--- config.mk ---
export PLATFORM = sky130hd
export DESIGN_NAME = pc_redirect_ctrl
export DESIGN_NICKNAME = d
export VERILOG_FILES = /design/src/rtl/xm23_ctrl_pkg.sv /design/src/rtl/redirect_prio_enc.sv /design/src/rtl/pc_redirect_ctrl.sv
export SDC_FILE = /design/constraint.sdc
export NUM_CORES = 1
export LEC_CHECK = 0
export CAP_MARGIN = 30
export CORE_ASPECT_RATIO = 1.25
export CORE_MARGIN = 3
export CORE_UTILIZATION = 48
export CTS_CLUSTER_SIZE = 16
export DETAILED_ROUTE_END_ITERATION = 12
export PLACE_DENSITY = 0.85
export SKIP_LAST_GASP = 1
export SYNTH_ARGS = -nofsm -noshare
export SYNTH_HDL_FRONTEND = slang
export SYNTH_SLANG_ARGS = --single-unit
--- constraint.sdc ---
create_clock -name clk -period 4.95 [get_ports clk]
set_input_delay 0.7425 -clock clk [delete_from_list [all_inputs] [get_ports clk]]
set_output_delay 0.7425 -clock clk [all_outputs]
set_load 0.05 [all_outputs]
--- src/rtl/xm23_ctrl_pkg.sv ---
// Shared types and constants for the PC redirect controller.
//   state_e       : redirect controller FSM states
//   src_t         : served-source encoding (ordered so a larger value means higher priority)
//   PC_W_DEF      : default PC/address width
//   LR_ALIGN_MASK : mask that clears LR bit 0 for word alignment (slice to PC width)
package xm23_ctrl_pkg;

  localparam int unsigned PC_W_DEF = 16;

  // Wide enough for any PC width; users slice [PC_W-1:0].
  localparam logic [63:0] LR_ALIGN_MASK = ~64'd1;

  typedef logic [1:0] src_t;

  localparam src_t SRC_NONE = 2'b00;
  localparam src_t SRC_BR   = 2'b01;
  localparam src_t SRC_LINK = 2'b10;
  localparam src_t SRC_EXC  = 2'b11;

  typedef enum logic [1:0] {
    StIdle,
    StWait,
    StLoad,
    StFlush
  } state_e;

endpackage

--- src/rtl/redirect_prio_enc.sv ---
// Combinational 3-way redirect priority encoder: exception > link-back > branch.
// Ports:
//   exc_req_i / exc_vec_i      : exception request and vector
//   link_back_i / lr_i         : link-back request and link register (bit 0 cleared on output)
//   br_req_i / br_target_i     : taken-branch request and target
//   req_o                      : any request present
//   src_o / target_o           : winning source and its target (SRC_NONE / 0 when idle)
module redirect_prio_enc
  import xm23_ctrl_pkg::*;
#(
  parameter int unsigned PC_W = PC_W_DEF
) (
  input  logic            exc_req_i,
  input  logic [PC_W-1:0] exc_vec_i,
  input  logic            link_back_i,
  input  logic [PC_W-1:0] lr_i,
  input  logic            br_req_i,
  input  logic [PC_W-1:0] br_target_i,
  output logic            req_o,
  output src_t            src_o,
  output logic [PC_W-1:0] target_o
);

  always_comb begin
    req_o    = exc_req_i | link_back_i | br_req_i;
    src_o    = SRC_NONE;
    target_o = '0;
    if (exc_req_i) begin
      src_o    = SRC_EXC;
      target_o = exc_vec_i;
    end else if (link_back_i) begin
      src_o    = SRC_LINK;
      target_o = lr_i & LR_ALIGN_MASK[PC_W-1:0];
    end else if (br_req_i) begin
      src_o    = SRC_BR;
      target_o = br_target_i;
    end
  end

endmodule

--- src/rtl/pc_redirect_ctrl.sv ---
// PC redirect controller: arbitrates exception, link-back and branch redirects onto the
// single fetch PC load port, then flushes/stalls fetch for FLUSH_CYCLES after each load.
// Ports:
//   clk, rst                       : clock, asynchronous active-high reset
//   exc_req_i, exc_vec_i           : exception request / vector
//   link_back_i, LR_i              : link-back request / link register
//   br_req_i, br_target_i          : taken branch request / target
//   mem_busy_i                     : memory stage busy, defers the PC load
//   pc_load_o, pc_target_o, src_o  : PC load strobe, target, served source
//   flush_o, stall_fetch_o, busy_o : squash fetch/decode, hold fetch, controller not idle
module pc_redirect_ctrl
  import xm23_ctrl_pkg::*;
#(
  parameter int unsigned PC_W         = PC_W_DEF,
  parameter int unsigned FLUSH_CYCLES = 2,
  parameter bit          EXC_HOLD     = 1'b1
) (
  input  logic            clk,
  input  logic            rst,
  input  logic            exc_req_i,
  input  logic [PC_W-1:0] exc_vec_i,
  input  logic            link_back_i,
  input  logic [PC_W-1:0] LR_i,
  input  logic            br_req_i,
  input  logic [PC_W-1:0] br_target_i,
  input  logic            mem_busy_i,
  output logic            pc_load_o,
  output logic [PC_W-1:0] pc_target_o,
  output logic            flush_o,
  output logic            stall_fetch_o,
  output logic [1:0]      src_o,
  output logic            busy_o
);

  state_e          state_q, state_d;
  logic [2:0]      cnt_q, cnt_d;
  logic [PC_W-1:0] tgt_q, tgt_d;            // accepted / pending target
  src_t            src_q, src_d;
  logic [PC_W-1:0] last_tgt_q, last_tgt_d;  // held on the outputs outside LOAD
  src_t            last_src_q, last_src_d;
  logic            exc_pend_q, exc_pend_d;

  logic            win_req;
  src_t            win_src;
  logic [PC_W-1:0] win_tgt;
  logic            exc_take;

  redirect_prio_enc #(
    .PC_W(PC_W)
  ) u_prio (
    .exc_req_i  (exc_req_i),
    .exc_vec_i  (exc_vec_i),
    .link_back_i(link_back_i),
    .lr_i       (LR_i),
    .br_req_i   (br_req_i),
    .br_target_i(br_target_i),
    .req_o      (win_req),
    .src_o      (win_src),
    .target_o   (win_tgt)
  );

  assign exc_take = EXC_HOLD && exc_req_i;

  always_comb begin
    state_d    = state_q;
    cnt_d      = cnt_q;
    tgt_d      = tgt_q;
    src_d      = src_q;
    last_tgt_d = last_tgt_q;
    last_src_d = last_src_q;
    exc_pend_d = exc_pend_q;
    unique case (state_q)
      StIdle: begin
        if (win_req) begin
          tgt_d   = win_tgt;
          src_d   = win_src;
          state_d = mem_busy_i ? StWait : StLoad;
        end
      end
      StWait: begin
        // Source encoding is priority-ordered, so a plain compare decides replacement.
        if (win_src > src_q) begin
          tgt_d = win_tgt;
          src_d = win_src;
        end
        if (!mem_busy_i) state_d = StLoad;
      end
      StLoad: begin
        last_tgt_d = tgt_q;
        last_src_d = src_q;
        cnt_d      = 3'(FLUSH_CYCLES);
        exc_pend_d = 1'b0;
        state_d    = StFlush;
      end
      StFlush: begin
        cnt_d = cnt_q - 3'd1;
        // Link/branch requests here are wrong-path and ignored; only exceptions are kept.
        if (exc_take) begin
          exc_pend_d = 1'b1;
          tgt_d      = exc_vec_i;
          src_d      = SRC_EXC;
        end
        if (cnt_q == 3'd1) begin
          exc_pend_d = 1'b0;
          if (exc_pend_q || exc_take) state_d = mem_busy_i ? StWait : StLoad;
          else                        state_d = StIdle;
        end
      end
      default: state_d = StIdle;
    endcase
  end

  always_ff @(posedge clk or posedge rst) begin
    if (rst) begin
      state_q    <= StIdle;
      cnt_q      <= '0;
      tgt_q      <= '0;
      src_q      <= SRC_NONE;
      last_tgt_q <= '0;
      last_src_q <= SRC_NONE;
      exc_pend_q <= 1'b0;
    end else begin
      state_q    <= state_d;
      cnt_q      <= cnt_d;
      tgt_q      <= tgt_d;
      src_q      <= src_d;
      last_tgt_q <= last_tgt_d;
      last_src_q <= last_src_d;
      exc_pend_q <= exc_pend_d;
    end
  end

  always_comb begin
    pc_load_o     = (state_q == StLoad);
    pc_target_o   = pc_load_o ? tgt_q : last_tgt_q;
    src_o         = pc_load_o ? src_q : last_src_q;
    flush_o       = (state_q == StLoad) || (state_q == StFlush);
    stall_fetch_o = flush_o || (state_q == StWait);
    busy_o        = (state_q != StIdle);
  end

endmodule

==> results.sh, run 1 <==
export IMPL_outcome="complete, no violations"
export IMPL_r2r_end="tgt_q[5]$_DFFE_PP0P_"
export IMPL_die_area_mm2=0.00516
export IMPL_cts_clk_slew_worst_paths_ns=0.08
export IMPL_nets=316
export IMPL_die_w_um=64.9
export IMPL_synth_edff_count=0
export IMPL_critPathTopFamily="buffers and inverters"
export IMPL_overflow=0
export IMPL_synthesis_nets=244
export IMPL_clkPwrFrac_pct=11.4
export IMPL_fin_tns_setup_ns=0
export IMPL_drt_iter0_drc=44
export IMPL_antenna_left=0
export IMPL_hold_end="last_tgt_q[1]$_DFF_PP0_"
export IMPL_cts_hold_buf=0
export IMPL_via_per_inst=5.20
export IMPL_crit_cells=4
export IMPL_required_ns=4.21
export IMPL_ff_latch_area_mm2=0.00105
export IMPL_cts_tree="built"
export IMPL_yosysSeqAreaShare_pct=50.6
export IMPL_start_util_pct=50.3
export IMPL_finalCriticalPeriod_ns=3.59
export IMPL_r2r_start="src_q[1]$_DFFE_PP0P_"
export IMPL_htreeDepth=2
export IMPL_cts_buffers=5
export IMPL_ys_flop_type="dfrtp_1"
export IMPL_layout_drive_gt1_share_pct=21.2
export IMPL_setup_viol_count_final=0
export IMPL_insertedDiodeCount=0
export IMPL_worstSkewPairLatency_ns=0.29
export IMPL_hpwl_mm=3.39
export IMPL_routed_wl_mm=4.77
export IMPL_slew_viol_final=0
export IMPL_p_switching_uw=896
export IMPL_endpoint_kind="output pin"
export IMPL_post_drt_wl_per_cell_um=15.1
export IMPL_yosysMostFrequentCell="dfrtp_1"
export IMPL_grt_max_degree=43
export IMPL_ys_ff_latch=42
export IMPL_syn2layout_area_growth_pct=42.6
export IMPL_power_frac_comb_pct=58.6
export IMPL_cts_setup_buffers=0
export IMPL_num_rows=26
export IMPL_synth_largest_area_cell="dfrtp_1"
export IMPL_gp_congestion=0.680
export IMPL_place_ws_ns=1.10
export IMPL_timing_final_crit_share_pct=72.5
export IMPL_whs_path_depth=1
export IMPL_netlist_cell_type_count=26
export IMPL_grt_pass1_vias=1735
export IMPL_clk_path_buf_depth=2
export IMPL_cts_sinks=42
export IMPL_fill_cells=305
export IMPL_cpMaxStageDelayCell="clkdlybuf4s50_1"
export IMPL_ctsResizeCount=0
export IMPL_fin_total_pwr_mw=2.02
export IMPL_fp_dieH_um=79.6
export IMPL_criticalPathCategory="reg -> out"
export IMPL_crit_chain="nor2b_2 > buf_8 > mux2_2 > clkdlybuf4s50_1"
export IMPL_core_area_mm2=0.00413
export IMPL_ff2ff_path_depth=7
export IMPL_num_vias=1638
export IMPL_multi_input_area_um2=936
export IMPL_grt_pass1_wl_mm=7.91
export IMPL_max_freq_mhz=278
export IMPL_pin_count=76
export IMPL_r2r_setup_slack_ns=2.73
export IMPL_max_slew_margin_pct=50.9
export IMPL_dr_pass1_iters=6
export IMPL_ir_drop_mv=0.475
export IMPL_synthCells=186
export IMPL_final_setup_skew_ns=0.00781
export IMPL_seq_power_share_pct=30.0
export IMPL_hp_start="last_tgt_q[1]$_DFF_PP0_"
export IMPL_synth_top_area_share_pct=50.6
export IMPL_yosys_top_cells_count="42 x dfrtp_1, 35 x mux2_2, 19 x a21oi_1"
export IMPL_drc=0
export IMPL_leakage_nw=1.20
export IMPL_ys_warn_count=0
export IMPL_track_usage_pct=20.1
export IMPL_maxCapViolations=0
export IMPL_tightest_slew_ns=0.734
export IMPL_cpPeakStageDelay_ns=0.72
export IMPL_powerDensity_mw_per_mm2=681
export IMPL_switching_share_pct=44.4
export IMPL_critPathArrivalTime_ns=2.85
export IMPL_async_flop_share_pct=100
export IMPL_cp_num_buf_inv=2
export IMPL_hold_viol=0
export IMPL_root_buffer="clkbuf_8"
export IMPL_hold_path_class="reg -> reg"
export IMPL_cp_max_fo=18
export IMPL_p_int_mw=1.12
export IMPL_yosys_top_cells_area="dfrtp_1 51%, mux2_2 19%, a22oi_1 5.1%, a21oi_1 4.6%, nor2_1 3.3%"
export IMPL_synth_area_per_cell_um2=11.2
export IMPL_grt_setup_unrepaired="false"
export IMPL_fin_ws_ns=1.36
export IMPL_port_buffers=74
export IMPL_syn_area_mm2=0.00208
export IMPL_antenna_found_initial=0
export IMPL_cp_start_kind="register"
-- per-layer routing --
metal	GRT usage [%]	vias up	routed length, um
li1	-	794	-
met1	23.9	801	1980
met2	35.6	39	2570
met3	4.79	4	186
met4	5.71	0	34
met5	0	-	0
-- power groups by stage --
stage | clock network, mW | logic, mW | registers (mW)
after detailed placement | 0 | 1.18 | 0.613
after floorplan | 0 | 0.882 | 0.567
after CTS | 0.236 | 1.19 | 0.606
final | 0.230 | 1.18 | 0.605
after global routing | 0.251 | 1.27 | 0.626
after global placement | 0 | 1.16 | 0.602
-- logic make-up after synthesis --
kind of cell / share of synthesized area (%)
adder cells (fa/ha/maj): 2.41
AO/OA/AOI/OAI: 13.3
AND/OR/NAND/NOR: 9.57
multiplexers: 19.4
buffers and inverters: 4.70
flip-flops: 50.6
-- registers in the layout (all words and copies together) (netlist names) --
register,count
last_tgt_q,16
state_q,2
tgt_q,16
cnt_q,3
exc_pend_q,1
src_q,2
last_src_q,2
-- cell type report --
class / count / share of cell area [%]
clock buffers: 6 / 2.79
clock inverters: 2 / 0.422
inverters: 7 / 0.886
multi-input cells: 123 / 31.6
flip-flops and latches: 42 / 35.5
well taps: 56 / 2.36
repair buffers: 79 / 26.5
-- through the flow --
step,cells,hold slack (ns),area [um2],util [%]
floorplan,186,0.475,2080,-
global placement,306,0.478,2850,69.1
detailed placement,306,0.484,2850,69.1
CTS,314,0.504,2950,71.4
global route,315,0.512,2960,71.7
finish,315,0.501,2960,71.7
-- worst max path at each step --
stage                                 endpoint                   start  slack, ns
after floorplan           src_q[0]$_DFFE_PP0P_             link_back_i       1.97
after global placement    tgt_q[5]$_DFFE_PP0P_             link_back_i       1.15
final                           pc_target_o[6]  state_q[1]$_DFFE_PP0P_       1.36
after global routing      tgt_q[4]$_DFFE_PP0P_             link_back_i       1.22
after detailed placement  src_q[0]$_DFFE_PP0P_             link_back_i       1.10
after CTS                      pc_target_o[12]  state_q[1]$_DFFE_PP0P_       1.10
-- worst register-to-register path: stages, from the launching register on --
cell and delay (ns):
dfrtp_1 0.35, inv_1 0.05, ha_1 0.28, nor2b_1 0.13
o21ai_1 0.09, a221oi_4 0.54, buf_4 0.29, mux2_2 0.35
-- cell usage in the layout (no fill, tap or decap), types with 4 or more instances in the layout --
cell type and n:
mux2_2 35, dfrtp_1 42, nand2_1 5, a22oi_1 14, inv_1 7, ha_1 4
clkbuf_8 6, a21oi_1 18, buf_4 4, nor2_1 18, o21ai_0 5, clkdlybuf4s50_1 74
Power figures use the tool's default switching activity.
==> run 2: changes to the inputs <==
Settings changed: CORE_UTILIZATION 48 to 44, PLACE_DENSITY 0.85 to 0.79.
Clock period 4.95 ns to 3.5 ns, I/O delays scaled along.
==> run 2 against run 1 <==
Effect of this change: non-clock buffer count up 5; sequential share of layout area down 0.34 points; critical path type unchanged; clock skew down 0.0055 ns; via count up 2.5%; clock power up 36%; register-to-register slack worse by 1.3 ns; routed wire length down 2.6%.
==> results.sh, run 2 (synthesis results as in run 1) <==
export IMPL_gp_congestion=0.720
export IMPL_cp_start_kind="register"
export IMPL_tightest_slew_ns=0.729
export IMPL_die_area_mm2=0.00559
export IMPL_critPathArrivalTime_ns=2.33
export IMPL_crit_chain="nor2b_2 > buf_4 > mux2_2 > clkdlybuf4s50_1"
export IMPL_placedCellCount=314
export IMPL_most_common_layout_cells="74 x clkdlybuf4s50_1, 42 x dfrtp_1, 35 x mux2_2, 18 x nor2_1, 18 x a21oi_1"
export IMPL_insertedDiodeCount=0
export IMPL_syn2layout_area_growth_pct=44.0
export IMPL_routed_wl_mm=4.65
export IMPL_via_per_inst=5.21
export IMPL_grt_setup_unrepaired="false"
export IMPL_hpwl_mm=3.55
export IMPL_timing_final_crit_share_pct=81.5
export IMPL_grt_use_met3_pct=4.33
export IMPL_htreeDepth=2
export IMPL_hold_path_class="reg -> reg"
export IMPL_largestRegisters="last_tgt_q: 16 flops, tgt_q: 16 flops, cnt_q: 3 flops"
export IMPL_r2r_start="state_q[1]$_DFFE_PP0P_"
export IMPL_hold_end="last_tgt_q[10]$_DFF_PP0_"
export IMPL_r2r_end="tgt_q[3]$_DFFE_PP0P_"
export IMPL_cts_hold_buf=0
export IMPL_final_setup_skew_ns=0.00230
export IMPL_cp_num_buf_inv=2
export IMPL_fp_dieH_um=82.8
export IMPL_hold_viol=0
export IMPL_max_slew_margin_pct=51.1
export IMPL_grtUsageMet2_pct=29.3
export IMPL_cts_clk_slew_worst_paths_ns=0.07
export IMPL_ctsResizeCount=0
export IMPL_setup_viol_count_final=0
export IMPL_ir_drop_mv=0.658
export IMPL_pin_count=76
export IMPL_required_ns=2.97
export IMPL_maxCapViolations=0
export IMPL_fill_cells=365
export IMPL_cts_setup_buffers=0
export IMPL_num_rows=27
export IMPL_finalCriticalPeriod_ns=2.85
export IMPL_dr_pass1_iters=4
export IMPL_final_cells=322
export IMPL_grt_busiest_layer="met2"
export IMPL_die_w_um=67.5
export IMPL_leakage_nw=1.22
export IMPL_criticalPathCategory="reg -> out"
export IMPL_cts_tree="built"
export IMPL_post_drt_wl_per_cell_um=14.4
export IMPL_start_util_pct=46.3
export IMPL_hp_start="last_tgt_q[10]$_DFF_PP0_"
export IMPL_gr_usage_met1_pct=22.4
export IMPL_grt_pass1_wl_mm=7.73
export IMPL_clk_path_buf_depth=2
export IMPL_ff2ff_path_depth=5
export IMPL_antenna_left=0
export IMPL_cp_max_fo=13
export IMPL_num_vias=1679
export IMPL_slew_viol_final=0
export IMPL_cts_buffers=5
export IMPL_max_freq_mhz=350
export IMPL_outcome="complete, no violations"
export IMPL_drc=0
export IMPL_cpPeakStageDelay_ns=0.71
export IMPL_whs_path_depth=1
export IMPL_nets=321
export IMPL_layout_drive_gt1_share_pct=22.3
export IMPL_critPathTopFamily="buffers and inverters"
export IMPL_endpoint_kind="output pin"
export IMPL_cts_sinks=42
export IMPL_root_buffer="clkbuf_8"
export IMPL_overflow=0
export IMPL_track_usage_pct=17.9
export IMPL_fin_tns_setup_ns=0
export IMPL_antenna_found_initial=0
export IMPL_grt_max_degree=23
export IMPL_port_buffers=74
export IMPL_cpMaxStageDelayCell="clkdlybuf4s50_1"
export IMPL_r2r_setup_slack_ns=1.48
export IMPL_drt_iter0_drc=60
export IMPL_grt_pass1_vias=1676
export IMPL_powerDensity_mw_per_mm2=953
export IMPL_core_area_mm2=0.00449
export IMPL_final_common_cell="clkdlybuf4s50_1"
export IMPL_worstSkewPairLatency_ns=0.29
-- run 2: where the power goes --
group / switching [mW] / total [mW] / internal [mW]
sequential: 0.106 / 0.838 / 0.731
combinational: 0.990 / 1.70 / 0.713
clock: 0.153 / 0.312 / 0.159
total: 1.25 / 2.85 / 1.60
-- run 2: how the worst max path moves through the flow --
stage,to,depth (start not counted),startpoint,slack (ns)
2_1_floorplan,src_q[0]$_DFFE_PP0P_,11,link_back_i,0.73
3_3_place_gp,tgt_q[15]$_DFFE_PP0P_,9,link_back_i,0.64
3_5_place_dp,tgt_q[5]$_DFFE_PP0P_,9,link_back_i,0.60
4_1_cts,pc_target_o[6],4,state_q[0]$_DFFE_PP0P_,0.62
5_1_grt,pc_target_o[6],4,state_q[0]$_DFFE_PP0P_,0.53
6_report,pc_target_o[6],4,state_q[0]$_DFFE_PP0P_,0.65
-- run 2: layout make-up --
cell class                 instances  area [um2]  area share, %
clock buffer                       7        86.3           2.88
clock inverter                     1        5.00          0.167
inverter                           7        26.3          0.878
multi-input combinational        123         936           31.3
sequential                        42        1050           35.1
tap                               58        72.6           2.42
timing repair buffer              84         816           27.3
-- run 2: per-stage QoR --
| step | util [%] | instance area [um2] | hold slack, ns | worst slack, ns | power, mW |
|---|---|---|---|---|---|
| finish | 66.6 | 2990 | 0.497 | 0.646 | 2.85 |
| CTS | 66.6 | 2990 | 0.501 | 0.620 | 2.88 |
| detailed placement | 64.6 | 2900 | 0.484 | 0.599 | 2.56 |
| global placement | 64.6 | 2900 | 0.480 | 0.637 | 2.52 |
| floorplan | - | 2080 | 0.475 | 0.733 | 2.05 |
| global route | 66.6 | 2990 | 0.512 | 0.531 | 3.03 |
-- run 2: routing by layer --
metal / vias up / wire length (um)
met5: - / 0
met4: 0 / 97
met3: 7 / 201
met2: 40 / 2480
met1: 826 / 1870
li1: 806 / -
==> variant (flow settings as in run 2) <==
Set the parameter `EXC_HOLD` to 1'b0 (it was 1'b1).
--- a/src/rtl/pc_redirect_ctrl.sv
+++ b/src/rtl/pc_redirect_ctrl.sv
@@ -14,5 +14,5 @@
   parameter int unsigned PC_W         = PC_W_DEF,
   parameter int unsigned FLUSH_CYCLES = 2,
-  parameter bit          EXC_HOLD     = 1'b1
+  parameter bit          EXC_HOLD     = 1'b0
 ) (
   input  logic            clk,
Check against the original RTL: not equivalent (a bounded check fails within 10 cycles, from zero or initial values and one cycle with rst high).
==> variant against run 2 <==
  * Sequential cell count is 1 lower
  * Wire length down 3.1%
  * Setup slack better by 0.034 ns
  * Synthesized area up 3.1%
  * Sequential share of layout area fell by 1.7 points
  * Total power grew 9.7%
  * Final area grew 2.6%
  * First-iteration DRC count decreased by 25%
  * Via count down 4.2%
==> variant: results (changes against run 2) <==
[outcome]
status=finished clean  ; unchanged

[global_route]
grt_pass1_wl_um=7070  ; was 7730 um
first_global_vias=1541  ; was 1676
groute.usage.overall=0.163  ; was 0.179
pin_count_of_the_biggest_net_entering_global_routing=25  ; was 23

[final_layout]
layout.filler_cells=383  ; was 365
nets=325  ; was 321
final_layout_size_suffix_gt1_frac=0.221  ; was 0.223
final_cell_count_no_fill=321  ; was 322

[timing]
worst_clock_skew_ns=0.00739  ; was 0.00230 ns
timing.slew.headroom=0.652  ; was 0.511
final.hold.worst_slack_ns=0.491  ; was 0.497 ns

[hold_path]
worstHoldStart=cnt_q[2]$_DFFE_PP0P_  ; was last_tgt_q[10]$_DFF_PP0_
worst_hold_path.endpoint=cnt_q[2]$_DFFE_PP0P_  ; was last_tgt_q[10]$_DFF_PP0_
min_delay_path_depth=1  ; unchanged

[synthesis]
yosys_warnings=0  ; unchanged
synth.area.top_cells=sky130_fd_sc_hd__dfrtp_1 (48%), sky130_fd_sc_hd__mux2_2 (14%), sky130_fd_sc_hd__a221oi_1 (6.5%)  ; was sky130_fd_sc_hd__dfrtp_1 (51%), sky130_fd_sc_hd__mux2_2 (19%), sky130_fd_sc_hd__a22oi_1 (5.1%)
syn_area_per_cell_um2=11.8  ; was 11.2 um^2
synth_cell_types=23  ; was 26
seq_area_frac_synth=0.479  ; was 0.506
synthTopCellsByCount=sky130_fd_sc_hd__dfrtp_1 (41), sky130_fd_sc_hd__mux2_2 (27), sky130_fd_sc_hd__inv_1 (25)  ; was sky130_fd_sc_hd__dfrtp_1 (42), sky130_fd_sc_hd__mux2_2 (35), sky130_fd_sc_hd__a21oi_1 (19)

[drt]
wl_um=4510  ; was 4650 um
firstDrtPassIters=3  ; was 4
viasPerCell=5.01  ; was 5.21
drt_iter0_markers=45  ; was 60

[placed_design]
place.gp.congestion=0.735  ; was 0.720
dp_cells=313  ; was 314
detailed_place_hpwl_um=3520  ; was 3550 um

[setup_path]
critical_path_arrival_ns=2.29  ; was 2.33 ns
rr_endpoint=tgt_q[14]$_DFFE_PP0P_  ; was tgt_q[3]$_DFFE_PP0P_
regToRegStartpoint=src_q[1]$_DFFE_PP0P_  ; was state_q[1]$_DFFE_PP0P_
crit_path_max_fanout=11  ; was 13
worst-r2r-cell-count=7  ; was 5
timing.reg2reg.setup_slack_ns=1.58  ; was 1.48 ns

[power]
power.static_leakage_nw=1.37  ; was 1.22 nW
power.switching_mw=1.40  ; was 1.25 mW
worst_ir_drop_vdd_uv=560  ; was 658 uV

[clocking]
cts.reportedPaths.clkPinSlew_ns=0.08
numCtsBuffers=5  ; unchanged
clk_latency_ns=0.29  ; about the same
number_of_buffers_added_for_setup_after_cts=0  ; unchanged

variant: cell types whose count changed in the layout (fill, tap and decap cells not counted), sizes merged, moves of 5 or more:
cell | before | now
nor2 | 18 | 3
a22oi | 14 | 0
a221oi | 1 | 16
ha | 4 | 9
inv | 6 | 25
variant: worst max-delay path, cell delays in order, from the launching register on:
cell and delay (ns):
sky130_fd_sc_hd__dfrtp_1 0.42, sky130_fd_sc_hd__inv_1 0.12, sky130_fd_sc_hd__ha_1 0.18, sky130_fd_sc_hd__buf_4 0.20
sky130_fd_sc_hd__mux2_2 0.36, sky130_fd_sc_hd__clkdlybuf4s50_1 0.72
variant: cell families after synthesis:
logic type,share of synthesized area
compound gates,0.119
simple gates,0.0590
mux,0.214
flops,0.479
fa+ha+maj,0.0526
buf+inv,0.0759
variant: cell type report:
class / instances / area [um^2] / share of cell area
clock inverter: 2 / 10.0 / 0.00326
multi-input combinational: 104 / 953 / 0.310
timing repair buffer: 85 / 843 / 0.275
inverter: 25 / 93.8 / 0.0305
sequential: 41 / 1030 / 0.334
tap: 58 / 72.6 / 0.0236
clock buffer: 6 / 72.6 / 0.0236
variant: worst max-delay path by stage:
stage	endpoint	slack [ns]
6_report	pc_target_o[14]	0.68
2_1_floorplan	tgt_q[10]$_DFFE_PP0P_	0.87
3_3_place_gp	tgt_q[0]$_DFFE_PP0P_	0.56
5_1_grt	pc_target_o[1]	0.59
4_1_cts	pc_target_o[14]	0.66
3_5_place_dp	tgt_q[1]$_DFFE_PP0P_	0.51
variant: per-stage QoR:
| stage | worst slack (ns) | cell area (um^2) |
|---|---|---|
| after CTS | 0.661 | 3070 |
| final | 0.680 | 3070 |
| after global placement | 0.562 | 2960 |
| after floorplan | 0.871 | 2140 |
| after detailed placement | 0.509 | 2990 |
| after global routing | 0.587 | 3070 |
variant: power groups by stage:
stage,sequential [mW],clock (mW),combinational (mW)
detailed placement,0.830,0,2.03
CTS,0.822,0.302,2.04
global placement,0.816,0,2.00
finish,0.821,0.292,2.02
floorplan,0.792,0,1.48
global route,0.846,0.323,2.13
variant: layer usage:
metal	up-vias	GRT usage	share of wire
li1	792	-	-
met4	0	0.0597	0.011
met1	759	0.203	0.44
met3	4	0.0566	0.085
met2	54	0.256	0.47
met5	-	0	0
